**config.mk**
```make
export PLATFORM = sky130hd
export DESIGN_NAME = proc_mem_arbiter
export DESIGN_NICKNAME = d
export VERILOG_FILES = /design/src/rtl/proc_mem_arbiter.sv
export SDC_FILE = /design/constraint.sdc
export NUM_CORES = 1
export LEC_CHECK = 0
export CAP_MARGIN = 20
export CORE_AREA = 4 4 184 186
export DETAILED_ROUTE_END_ITERATION = 16
export DIE_AREA = 0 0 188 190
export HOLD_SLACK_MARGIN = 0.15
export PLACE_DENSITY = 0.57
export SLEW_MARGIN = 20
export SYNTH_ARGS = -nofsm -noshare
export SYNTH_HDL_FRONTEND = slang
export SYNTH_SLANG_ARGS = --single-unit
```
**constraint.sdc**
```tcl
create_clock -name clk -period 2 [get_ports clk]
set_input_delay 0.2 -clock clk [delete_from_list [all_inputs] [get_ports clk]]
set_output_delay 0.2 -clock clk [all_outputs]
set_load 0.02 [all_outputs]
```
**src/rtl/proc_mem_arbiter.sv**
```systemverilog
`default_nettype none
// +----------------------------------------------------------------------------+
// | Module      : proc_mem_arbiter                                             |
// | Description : Round-robin merge of imem/dmem request streams onto a single |
// |               memory port; in-order responses steered back by a routing   |
// |               FIFO. Optional counters: PROC_MEM_ARBITER_STATS_EN.          |
// | Revision    : 1.0                                                          |
// +----------------------------------------------------------------------------+
module proc_mem_arbiter #(
  parameter int p_max_outst = 4
) (
  input  logic        clk,
  input  logic        reset,
  input  logic [76:0] req0_msg,
  input  logic        req0_val,
  output logic        req0_rdy,
  input  logic [76:0] req1_msg,
  input  logic        req1_val,
  output logic        req1_rdy,
  output logic [76:0] memreq_msg,
  output logic        memreq_val,
  input  logic        memreq_rdy,
  input  logic [46:0] memresp_msg,
  input  logic        memresp_val,
  output logic        memresp_rdy,
  output logic [46:0] resp0_msg,
  output logic        resp0_val,
  input  logic        resp0_rdy,
  output logic [46:0] resp1_msg,
  output logic        resp1_val,
  input  logic        resp1_rdy,
  output logic [31:0] stat_grant0,
  output logic [31:0] stat_grant1,
  output logic [31:0] stat_conflict
);

  localparam int            c_AW      = $clog2(p_max_outst);
  localparam logic [c_AW:0] c_PTR_ONE = {{c_AW{1'b0}}, 1'b1};

  // Routing entry: {port_id, original opaque}
  logic [8:0]    r_fifo [p_max_outst];
  logic [c_AW:0] r_wr_ptr;
  logic [c_AW:0] r_rd_ptr;
  logic          r_prio;

  logic          w_full;
  logic          w_empty;
  logic          w_grant0;
  logic          w_grant1;
  logic          w_xfer;
  logic          w_pop;
  logic [76:0]   w_sel_msg;
  logic [8:0]    w_head;

  assign w_full  = (r_wr_ptr[c_AW-1:0] == r_rd_ptr[c_AW-1:0]) &&
                   (r_wr_ptr[c_AW] != r_rd_ptr[c_AW]);
  assign w_empty = (r_wr_ptr == r_rd_ptr);

  // Gating with reset keeps every handshake output low while reset is held.
  assign w_grant1 = reset & req1_val & (~req0_val | r_prio);
  assign w_grant0 = reset & req0_val & ~w_grant1;

  assign w_sel_msg  = w_grant1 ? req1_msg : req0_msg;
  assign memreq_msg = {w_sel_msg[76:74], 7'b0, w_grant1, w_sel_msg[65:0]};
  assign memreq_val = (w_grant0 | w_grant1) & ~w_full;
  assign req0_rdy   = w_grant0 & memreq_rdy & ~w_full;
  assign req1_rdy   = w_grant1 & memreq_rdy & ~w_full;
  assign w_xfer     = memreq_val & memreq_rdy;

  assign w_head      = r_fifo[r_rd_ptr[c_AW-1:0]];
  assign resp0_val   = memresp_val & ~w_empty & ~w_head[8];
  assign resp1_val   = memresp_val & ~w_empty &  w_head[8];
  assign resp0_msg   = {memresp_msg[46:44], w_head[7:0], memresp_msg[35:0]};
  assign resp1_msg   = {memresp_msg[46:44], w_head[7:0], memresp_msg[35:0]};
  assign memresp_rdy = ~w_empty & (w_head[8] ? resp1_rdy : resp0_rdy);
  assign w_pop       = memresp_val & memresp_rdy;

  always_ff @(posedge clk or negedge reset) begin
    if (!reset) begin
      r_wr_ptr <= '0;
      r_rd_ptr <= '0;
      r_prio   <= 1'b0;
    end else begin
      if (w_xfer) begin
        r_wr_ptr <= r_wr_ptr + c_PTR_ONE;
        r_prio   <= ~w_grant1;
      end
      if (w_pop) begin
        r_rd_ptr <= r_rd_ptr + c_PTR_ONE;
      end
    end
  end

  // Storage needs no reset: the pointers define which entries are live.
  always_ff @(posedge clk) begin
    if (w_xfer) begin
      r_fifo[r_wr_ptr[c_AW-1:0]] <= {w_grant1, w_sel_msg[73:66]};
    end
  end

`ifdef PROC_MEM_ARBITER_STATS_EN
  logic [31:0] r_stat_grant0;
  logic [31:0] r_stat_grant1;
  logic [31:0] r_stat_conflict;

  always_ff @(posedge clk or negedge reset) begin
    if (!reset) begin
      r_stat_grant0   <= 32'd0;
      r_stat_grant1   <= 32'd0;
      r_stat_conflict <= 32'd0;
    end else begin
      if (w_xfer && w_grant0) r_stat_grant0 <= r_stat_grant0 + 32'd1;
      if (w_xfer && w_grant1) r_stat_grant1 <= r_stat_grant1 + 32'd1;
      if (req0_val && req1_val) r_stat_conflict <= r_stat_conflict + 32'd1;
    end
  end

  assign stat_grant0   = r_stat_grant0;
  assign stat_grant1   = r_stat_grant1;
  assign stat_conflict = r_stat_conflict;
`else
  assign stat_grant0   = 32'd0;
  assign stat_grant1   = 32'd0;
  assign stat_conflict = 32'd0;
`endif

endmodule
`default_nettype wire
```
==> flow_summary_export.csv <==
group,metric,value,unit
outcome,status,"complete, but fails checks",
outcome,failed_checks,"negative setup slack",
timing,holdWs,399,ps
placed_design,dp_hpwl,11200,um
layout,num_antenna_cells,0,
power_and_ir_drop,power.share.sequential,22.0,%
cts,cts_tree,"yes",
layout,drive_gt1_share,40.3,%
logic_synthesis,synthMuxAreaShare,23.9,%
timing,finalHoldViolCount,0,
route,drc,0,
logic_synthesis,synthAdderAreaFrac,1.34,%
timing,tns,-656,ps
logic_synthesis,synth_compound_area_share,1.52,%
power_and_ir_drop,p_switching,0.00215,W
logic_synthesis,ys.flop_type,"edfxtp_1",
setup_path,cp_slowest_stage_delay,560,ps
cts,root_buffer,"clkbuf_16",
setup_path,worstSetupPathType,"reg2out",
floorplanning,ioPinCount,482,
setup_path,path_cells,"buf_4 > mux4_2 > mux2i_4 > a31oi_2 > buf_4",
route,drt-total-wl,15200,um
logic_synthesis,ys_seq_elements,43,
timing,min_period_over_period,103,%
route,firstDrtPassIters,4,
cts,insertion_delay,280,ps
floorplanning,initial_utilization,14.5,%
power_and_ir_drop,p_leak,2.96,nW
logic_synthesis,synth_commonest_cells,"buf_4, mux2_2, edfxtp_1",
layout,layoutNonFillerInstCount,1028,
cts,clock-sinks,43,
timing,min_period,2070,ps
placed_design,routabilityCongestion,0.696,
logic_synthesis,synth_xor_area_share,1.50,%
setup_path,path_common_cell,"buf_4",
placed_design,port_buffers,253,
route,drt_iter0_drc,57,
placed_design,placed_cells,991,
floorplanning,fp.dieW,188,um
setup_path,crit_fanout,2,
grt,track_usage,7.28,%
cts,cts_max_level,2,
floorplanning,rows,66,
timing,fmax,483,MHz
logic_synthesis,synth_top_area_share,41.7,%
timing,fin_skew,8.11,ps
power_and_ir_drop,power,0.00563,W
power_and_ir_drop,comb_power_share,61.8,%
logic_synthesis,ys_types,27,
floorplanning,core,0.0323,mm2
power_and_ir_drop,clock_power_share,16.3,%
logic_synthesis,netlist_top_cells_area,"buf_4, edfxtp_1, mux2_2",
floorplanning,die-area,0.0357,mm2
route,dr_total_vias,3087,
power_and_ir_drop,p_sw_share,38.1,%
logic_synthesis,synthCells,442,
timing,grt_setup_unrepaired,"yes",
grt,grt_pass1_wl,19900,um
timing,finalWorstSetupSlack,-68.8,ps
power_and_ir_drop,power.internal,0.00348,W
setup_path,crit_required,1800,ps
setup_path,r2r_slack,80,ps
setup_path,cp.arrival,1870,ps
grt,grt_pass1_vias,3448,
placed_design,place_ws,-525,ps
route,via_per_inst,3.00,
logic_synthesis,synth-simple-area-share,1.55,%
grt,overflow,0,
logic_synthesis,yosysMostFrequentCell,"buf_4",
cts,cts_buffers,5,
layout,final_nets,799,
timing,slew_violations,0,
logic_synthesis,synth-edff-count,36,
setup_path,endpoint_kind,"output pin",
logic_synthesis,syn-cell-area,0.00468,mm2
setup_path,slowest_stage,"mux4_2",
logic_synthesis,synth_area_per_cell,10.6,um2
layout,area_growth,52.2,%
route,routedWlPerCell,14.8,um
cts,clk_pin_slew,60,ps
logic_synthesis,synth_warnings,0,
route,ant_nets,0,
logic_synthesis,synth_top_area_cell,"buf_4",
timing,setup_viol,28,
logic_synthesis,synth_top_family_by_area,"buffers and inverters",
grt,grt_max_degree,15,
power_and_ir_drop,peakVddDrop,0.440,mV
grt,antenna_found_initial,2,
worst_hold_path,hold_class,"in2reg",
power_and_ir_drop,p_per_area,791,mW/mm2
logic_synthesis,yosysSeqAreaShare,26.8,%
setup_path,cp-start-kind,"register",
cts,clockBufferDepth,2,
job,cap_violations,0,
floorplanning,die_h,190,um
logic_synthesis,async_flop_share,16.3,%
## metrics by stage
stage | cell area, um2 | util (%)
2_1_floorplan | 5060 | -
6_report | 7120 | 22.1
4_1_cts | 6670 | 20.7
3_5_place_dp | 6350 | 19.7
3_3_place_gp | 6350 | 19.7
5_1_grt | 7120 | 22.1
## final cells by class
| class | instances | area, um2 |
|---|---|---|
| flip-flops and latches | 43 | 1260 |
| inverters | 6 | 22.5 |
| fillers | 3487 | 25200 |
| well taps | 442 | 553 |
| repair buffers | 303 | 3130 |
| multi-input cells | 226 | 1990 |
| clock inverters | 3 | 43.8 |
| clock buffers | 5 | 125 |
## critical path: cells and delay by family (launching register included)
family,cells,cell delay (ps)
buf+inv,2,290
flops,1,360
compound gates,1,160
mux,2,780
## state kept, by name, summed over array words and instances (netlist names)
| name | count |
|---|---|
| r_fifo | 36 |
| r_prio | 1 |
| r_rd_ptr | 3 |
| r_wr_ptr | 3 |
## layer usage
metal,up-vias,global-route usage [%],part of all wire [%]
met5,-,0,0
met4,0,2.09,1.7
met3,17,2.92,11
met2,246,13.3,52
met1,1415,7.76,36
li1,1409,-,-
## placed cells by master (no fill, tap or decap), types with 11 or more instances in the layout
cell type | Yosys | final
conb_1 | 1 | 103
dlygate4sd2_1 | 0 | 19
buf_2 | 8 | 18
mux2_4 | 1 | 39
clkdlybuf4s15_2 | 0 | 11
mux2_2 | 78 | 40
buf_4 | 260 | 31
edfxtp_1 | 36 | 36
buf_6 | 1 | 46
clkdlybuf4s50_1 | 0 | 158
## final timing paths
| path | to | depth (start not counted) | from |
|---|---|---|---|
| max | memresp_rdy | 5 | r_rd_ptr[0] |
| min | r_prio | 3 | req1_val |
| max reg2reg | r_rd_ptr[1] | 6 | r_rd_ptr[0] |
| min reg2reg | r_rd_ptr[2] | 1 | r_rd_ptr[2] |
| max in group asynchronous | r_wr_ptr[0] | 3 | reset |
| min in group asynchronous | r_rd_ptr[2] | 3 | reset |
## power by group through the flow
stage	logic [W]	registers, W	clock network (W)
6_report	0.00348	0.00124	0.000916
5_1_grt	0.00372	0.00125	0.000984
4_1_cts	0.00325	0.00124	0.000937
3_5_place_dp	0.00316	0.00125	0
3_3_place_gp	0.00314	0.00125	0
2_1_floorplan	0.00240	0.00123	0
## repair_timing
| item | CTS | global route |
|---|---|---|
| buffers inserted | 18 | 5 |
| gates cloned | 6 | 3 |
| hold buffers | 1 | 0 |
| setup endpoints to repair | 123 | 96 |
| endpoints found under the hold margin | 7 | 0 |
| gates resized for setup | 316 | 133 |
| pin swaps | 2 | 3 |
## logic make-up after synthesis
| group | after synthesis |
|---|---|
| buf+inv | 275 |
| mux | 89 |
| flops | 43 |
| simple gates | 13 |
| compound gates | 8 |
| xor+xnor | 8 |
| fa+ha+maj | 5 |
| other cells | 1 |
No activity file was read; power rests on OpenSTA's default activity.
